[src/rtl/sumsq_arbiter.sv]
// rtl/sumsq_arbiter.sv - two-channel round-robin arbiter sharing one registered (x+y)^2 datapath
// Optional SUMSQ_ARB_PIPE_EN adds an S_MUL stage that registers the sum before squaring.
module sumsq_arbiter #(
  parameter int N = 8
) (
  input  logic           clock,
  input  logic           reset,
  input  logic           dav_a_,
  input  logic [N-1:0]   xa,
  input  logic [N-1:0]   ya,
  output logic           rfd_a,
  input  logic           dav_b_,
  input  logic [N-1:0]   xb,
  input  logic [N-1:0]   yb,
  output logic           rfd_b,
  output logic           dav_,
  output logic [2*N+1:0] q,
  output logic           id,
  input  logic           rfd
);

`ifdef SUMSQ_ARB_PIPE_EN
  typedef enum logic [2:0] {S_IDLE, S_REL, S_MUL, S_OUT, S_END} state_t;
`else
  typedef enum logic [1:0] {S_IDLE, S_REL, S_OUT, S_END} state_t;
`endif

  state_t         state, state_n;
  logic           sel, sel_n;
  logic           ptr, ptr_n;
  logic [N-1:0]   x, x_n, y, y_n;
  logic [2*N+1:0] q_n;
  logic           id_n, dav_n, rfd_a_n, rfd_b_n;
`ifdef SUMSQ_ARB_PIPE_EN
  logic [N:0]     s, s_n;
`endif

  logic           req_a, req_b, grant, released;
  logic [N:0]     sum;
  logic [2*N+1:0] sum_ext, sq;

  assign req_a    = ~dav_a_;
  assign req_b    = ~dav_b_;
  // A lone requester always wins; PTR only breaks ties.
  assign grant    = (req_a & req_b) ? ptr : req_b;
  assign released = sel ? dav_b_ : dav_a_;
  assign sum      = {1'b0, x} + {1'b0, y};
`ifdef SUMSQ_ARB_PIPE_EN
  assign sum_ext  = {{(N+1){1'b0}}, s};
`else
  assign sum_ext  = {{(N+1){1'b0}}, sum};
`endif
  assign sq       = sum_ext * sum_ext;

  always_ff @(posedge clock) begin
    if (reset) state <= S_IDLE;
    else       state <= state_n;
  end

  always_comb begin
    state_n = state;
    case (state)
      S_IDLE: if (req_a | req_b) state_n = S_REL;
`ifdef SUMSQ_ARB_PIPE_EN
      S_REL:  if (released) state_n = S_MUL;
      S_MUL:  state_n = S_OUT;
`else
      S_REL:  if (released) state_n = S_OUT;
`endif
      S_OUT:  if (!rfd) state_n = S_END;
      S_END:  if (rfd) state_n = S_IDLE;
      default: state_n = S_IDLE;
    endcase
  end

  always_comb begin
    sel_n   = sel;
    ptr_n   = ptr;
    x_n     = x;
    y_n     = y;
    q_n     = q;
    id_n    = id;
    dav_n   = dav_;
    rfd_a_n = rfd_a;
    rfd_b_n = rfd_b;
`ifdef SUMSQ_ARB_PIPE_EN
    s_n     = s;
`endif
    case (state)
      S_IDLE: begin
        if (req_a | req_b) begin
          sel_n = grant;
          x_n   = grant ? xb : xa;
          y_n   = grant ? yb : ya;
          if (grant) rfd_b_n = 1'b0;
          else       rfd_a_n = 1'b0;
        end
      end
      S_REL: begin
        if (released) begin
          if (sel) rfd_b_n = 1'b1;
          else     rfd_a_n = 1'b1;
`ifdef SUMSQ_ARB_PIPE_EN
          s_n = sum;
`else
          q_n   = sq;
          id_n  = sel;
          dav_n = 1'b0;
`endif
        end
      end
`ifdef SUMSQ_ARB_PIPE_EN
      S_MUL: begin
        q_n   = sq;
        id_n  = sel;
        dav_n = 1'b0;
      end
`endif
      S_OUT: if (!rfd) dav_n = 1'b1;
      S_END: if (rfd) ptr_n = ~sel;
      default: ;
    endcase
  end

  always_ff @(posedge clock) begin
    if (reset) begin
      sel   <= 1'b0;
      ptr   <= 1'b0;
      x     <= '0;
      y     <= '0;
      q     <= '0;
      id    <= 1'b0;
      dav_  <= 1'b1;
      rfd_a <= 1'b1;
      rfd_b <= 1'b1;
`ifdef SUMSQ_ARB_PIPE_EN
      s     <= '0;
`endif
    end else begin
      sel   <= sel_n;
      ptr   <= ptr_n;
      x     <= x_n;
      y     <= y_n;
      q     <= q_n;
      id    <= id_n;
      dav_  <= dav_n;
      rfd_a <= rfd_a_n;
      rfd_b <= rfd_b_n;
`ifdef SUMSQ_ARB_PIPE_EN
      s     <= s_n;
`endif
    end
  end

endmodule
[config.mk]
export PLATFORM = sky130hd
export DESIGN_NAME = sumsq_arbiter
export DESIGN_NICKNAME = d
export VERILOG_FILES = /design/src/rtl/sumsq_arbiter.sv
export SDC_FILE = /design/constraint.sdc
export NUM_CORES = 1
export LEC_CHECK = 0
export BUFFER_PORTS_ARGS = -buffer_cell sky130_fd_sc_hd__buf_4
export CAP_MARGIN = 10
export CORE_AREA = 10 10 104 106
export DETAILED_ROUTE_END_ITERATION = 12
export DIE_AREA = 0 0 114 116
export GPL_TIMING_DRIVEN = 0
export HOLD_SLACK_MARGIN = 0.05
export PLACE_DENSITY = 0.72
export SLEW_MARGIN = 20
export SYNTH_ARGS = -nofsm -noshare
export SYNTH_HDL_FRONTEND = slang
export SYNTH_SLANG_ARGS = --single-unit
[constraint.sdc]
create_clock -name clock -period 5.9 [get_ports clock]
set_input_delay 1.18 -clock clock [delete_from_list [all_inputs] [get_ports clock]]
set_output_delay 1.18 -clock clock [all_outputs]
set_load 0.005 [all_outputs]
## Word level (Yosys, flattened, before mapping)

Index checks and enable logic that the tools add are counted.

| cells by class | value |
|---|---|
| reduce and logical (&&, ||, !) cells | 10 |
| bitwise logic cells | 5 |
| equal/unequal tests | 11 |
| multiply operators | 1 |
| muxes and demuxes | 22 |
| $add $sub $neg | 1 |

Operators by type and width:

| cell | count |
|---|---|
| multiplier 9 x 9 -> 18 bit | 1 |
| 2-to-1 mux 8 bit | 2 |
| != test 2 bit (second input constant) | 8 |
| 2-to-1 mux 1 bit | 12 |
| AND reduction 5 bit | 2 |
| adder 8 x 8 -> 9 bit | 1 |
| 2-to-1 mux 2 bit | 4 |
| case mux 2 bit (4 select lines) | 1 |
| case mux 1 bit (2 select lines) | 3 |
| AND reduction 2 bit | 3 |
| equality test 2 bit (second input constant) | 2 |
| AND reduction 4 bit | 1 |
| nonzero test 2 bit | 2 |
| inverter 1 bit | 3 |
| AND reduction 3 bit | 1 |
| equality test 2 x 1 -> 1 bit (second input constant) | 1 |
| zero test 2 bit | 1 |
| AND 1 bit | 1 |
| OR 1 bit | 1 |

| word-level totals | value |
|---|---|
| bits in registers | 42 |
| output and inout port bits | 22 |
| input port bits | 37 |
| word-level logic and storage cells | 60 |

## Depth between registers and ports, before layout

| depth | value |
|---|---|
| depth after elaboration | 6 |
| depth in mapped cells | 28 |
| depth with buffers taken out | 28 |

## Least setup slack after synthesis

Ideal clock, no wire load.

| timing | value |
|---|---|
| kind | flip-flop to flip-flop |
| start point | reg y[0] |
| end point | reg q[17] |
| library setup time | 0.062 ns |
| data arrival time | 5.764 ns |
| cell stages (with the launch flop) | 25 |
| clock period less this slack | 5.826 ns |
| data required time | 5.838 ns |
| path slack | 0.074 ns |
| buffers on the path | 0 |
| cell sequence | dfxtp_1 -> ha_1 -> inv_1 -> fa_1 -> nor2b_1 -> o31a_1 -> o21a_1 -> o21a_1 -> o21a_1 -> nor2_2 -> nand2b_1 -> fa_1 -> inv_1 -> fa_1 -> fa_1 -> inv_1 -> fa_1 -> inv_1 -> ha_1 -> or3_1 -> a211oi_2 -> o21ai_1 -> or4_1 -> or3_1 -> nand3_1 |

| on the way | value |
|---|---|
| cells in the longest elaborated chain, start to end | 2 |

Ends and longest elaborated chain:

| element | line | RTL |
|---|---|---|
| start: declaration | 31 | `logic [N-1:0] x, x_n, y, y_n;` |
| start signal: assignment | 143 | `y <= y_n;` |
| adder 8 x 8 -> 9 bit | 47 | `assign sum = {1'b0, x} + {1'b0, y};` |
| multiplier 9 x 9 -> 18 bit | 53 | `assign sq = sum_ext * sum_ext;` |
| end signal: assignment | 144 | `q <= q_n;` |
| end: declaration | 17 | `output logic [2*N+1:0] q,` |

Every way passes these cells.
A chain may end at the register's enable or synchronous reset.

## Worst setup path after layout

| timing | value |
|---|---|
| start point | reg x[0] |
| end point | reg q[17] |

| on the way | value |
|---|---|
| cells in the longest elaborated chain, start to end | 2 |

Ends and longest elaborated chain:

| element | line | RTL |
|---|---|---|
| start: declaration | 31 |  |
| start signal: assignment | 142 | `x <= x_n;` |
| adder 8 x 8 -> 9 bit | 47 |  |
| multiplier 9 x 9 -> 18 bit | 53 |  |

Every way passes these cells.

==> impl_metrics.tcl <==
set metrics [dict create \
    core_area_um2 8680 \
    nFillCells 734 \
    dpl.hpwl_um 8530 \
    whs_path_depth 2 \
    crit_path_start_kind "register" \
    worstPathArrival_ns 6.21 \
    worst_hold_path.endpoint "q[4]" \
    tritoncts "done" \
    ios 59 \
    cts_hold_buf 0 \
    synth_top_cell_by_area "dfxtp_1" \
    synth_edf_count 0 \
    fin_skew_ns 0.00516 \
    cts-buffers-inserted 5 \
    setup-violations-final 1 \
    clk_pin_slew_ns 0.08 \
    reg2reg_depth 24 \
    synth_cell_types 59 \
    synth-compound-area-share 0.161 \
    synth_top_family_by_area "adder cells" \
    drtIter0Drc 240 \
    multi_input_area_um2 3370 \
    fin_worst_hold_slack_ns 0.457 \
    synthAdderAreaFrac 0.305 \
    fin_nets 729 \
    hp-class "reg -> reg" \
    syn-num-nets 637 \
    r2r_slack_ns -0.07 \
    overflow 0 \
    clock-sinks 41 \
    fin_ws_ns -0.0725 \
    antenna_cells 0 \
    ys_seq_elements 41 \
    grt_pass1_vias 4073 \
    antenna_found_initial 0 \
    ys_top_cells_by_area "dfxtp_1 (19%), fa_1 (16%), ha_1 (14%)" \
    hold_viol_final 0 \
    seqCellArea_um2 823 \
    cap_violations 0 \
    cts_htree_levels 2 \
    synth_cells 517 \
    grt_pass1_wl_um 18600 \
    min_period_over_period 1.01 \
    netlist_area_um2 4240 \
    grt_usage 0.169 \
    report.final.slew_viol_count 0 \
    fin_crit_ns 5.97 \
    min-delay-start "q[4]" \
    status "finished with violations" \
    std_cell_rows 34 \
    dp_slack_ns -0.440 \
    fmax_ghz 0.167 \
    drc 0 \
    synth_warnings 0 \
    syn_avg_cell_area_um2 8.19 \
    cp_max_fo 6 \
    relSlewSlack 0.603 \
    cts_buffer_depth 2 \
    drt_first_pass_iters 4 \
    ys.flop_type "dfxtp_1" \
    critPathKind "reg -> reg" \
    synth.top_cells.by_count "inv_1 (80), nor2_1 (57), ha_1 (49)" \
    start_util 0.488 \
    cp.required_ns 6.14 \
    io_buffers 57 \
    critPathCaptureType "register" \
    synthXorXnorAreaFrac 0.0290 \
    worstSkewPairLatency_ns 0.29 \
    fp.dieArea_um2 13200 \
    viasPerCell 5.50 \
    failed_checks "negative setup slack" \
    synth-async-reset-ratio 0 \
    die_y_um 116 \
    grt_max_degree 13 \
    grt_setup_unrepaired "true" \
    vias 3951 \
    routed_wl_um 11400 \
    reg2reg_from "x[0]" \
    synthMuxAreaShare 0.0473 \
    ant_nets 0 \
    seq_area_frac_synth 0.194 \
    synth_largest_type_area_fraction 0.194 \
    wl_per_cell_um 15.8 \
    drive_gt1_frac 0.272 \
    die_x_um 114 \
    tightestPinTransition_ns 0.595 \
    area_growth_pct 29.0 \
    gp_congestion 0.897 \
    synth.most_common_cell "inv_1" \
    synth-simple-area-share 0.176 \
    cts.root.buffer_cell "clkbuf_8" \
    r2r-end "q[17]" \
]
## worst max-delay path by stage
stage	start	end	slack, ns	depth (start not counted)
floorplan	y[0]	q[17]	0.07	24
CTS	x[0]	q[17]	-0.12	25
detailed placement	y[0]	q[17]	-0.44	24
finish	x[0]	q[17]	-0.07	24
global route	x[0]	q[17]	-0.31	26
global placement	y[0]	q[17]	-0.39	24
## layout make-up
class                   instances  share of cell area
plain buffers                  15              0.0112
repair buffers                 85               0.118
flip-flops and latches         41               0.151
inverters                      82              0.0568
well taps                     108              0.0247
clock buffers                   7              0.0158
multi-input cells             379               0.617
clock inverters                 1             0.00550
## cell usage in the layout (no fill, tap or decap), types with 3 or more instances in the layout
cell type  netlist  routed
a21o_1           5       5
o21ai_0         10       7
nand3_1          7       7
nor3_1           7       6
mux2i_1         20      20
clkbuf_1        12      13
nor2_4           0       4
dfxtp_1         41      39
ha_1            49      41
and2_1           3       3
clkbuf_8         0       6
nand2_1         45      42
fa_1            34      32
nor2_1          57      48
o211ai_1         3       3
or2_2            3       3
o21a_1           6       5
nor2_2           1       6
a211oi_1        20      20
buf_4            1      84
xnor2_1          7       6
a21oi_1         32      27
nand2b_1         7       6
nor2b_1         10       8
ha_4             0       8
inv_2            1      15
a21oi_2          1       4
inv_1           80      66
xor2_1           7       5
o21ai_2          1       3
## metrics by stage
stage          instance area, µm²   util  TNS [ns]  std cells
2_1_floorplan                4240      -         0        517
6_report                     5460  0.630   -0.0725        718
3_5_place_dp                 4800  0.553    -0.953        682
4_1_cts                      5170  0.595    -0.118        706
3_3_place_gp                 4800  0.553    -0.728        682
5_1_grt                      5460  0.630    -0.627        718
## per-layer routing
metal,global-route usage,vias to the layer above,share of wire
met5,0,-,0
met1,0.196,1921,0.40
met4,0.0535,0,0.027
met3,0.0258,36,0.049
li1,-,1892,-
met2,0.309,102,0.52
## cells by family (layout without fill, tap and decap cells)
group | Yosys count | after routing
AND/OR/NAND/NOR | 158 | 158
AO/OA/AOI/OAI | 103 | 103
flip-flops | 41 | 41
buffers and inverters | 97 | 190
other | 1 | 1
adder cells (fa/ha/maj) | 83 | 83
multiplexers | 20 | 20
XOR/XNOR | 14 | 14
## worst max-delay path, cell delays in order, from the launching register on
cell and delay [ns]:
dfxtp_2 0.34, ha_4 0.17, inv_2 0.05, fa_2 0.23, nor2b_2 0.06, o31a_1 0.26
o21a_2 0.24, o21a_1 0.19, o21a_1 0.20, nor2_4 0.20, nand2b_4 0.17, fa_1 0.43
inv_2 0.09, fa_1 0.43, fa_1 0.51, inv_2 0.04, fa_1 0.48, inv_2 0.05
ha_4 0.17, or3_4 0.41, a211oi_4 0.22, o21ai_1 0.12, or4_1 0.40, or3_1 0.37
nand3_1 0.08
## sequential cells by signal (all words and copies together) (netlist names)
| register | flops |
|---|---|
| sel | 1 |
| dav_ | 1 |
| id | 1 |
| q | 17 |
| y | 8 |
| state | 2 |
| ptr | 1 |
| x | 8 |
| rfd_b | 1 |
| rfd_a | 1 |
## repair_timing
item                                    in CTS  in global routing
pin swaps                                   14                 38
resized for setup                           24                 58
buffers inserted                            16                 12
endpoints found under the setup margin       8                  9
Power is not shown: default switching activity piles up to over one toggle a cycle in this logic, so the estimate is an artifact.
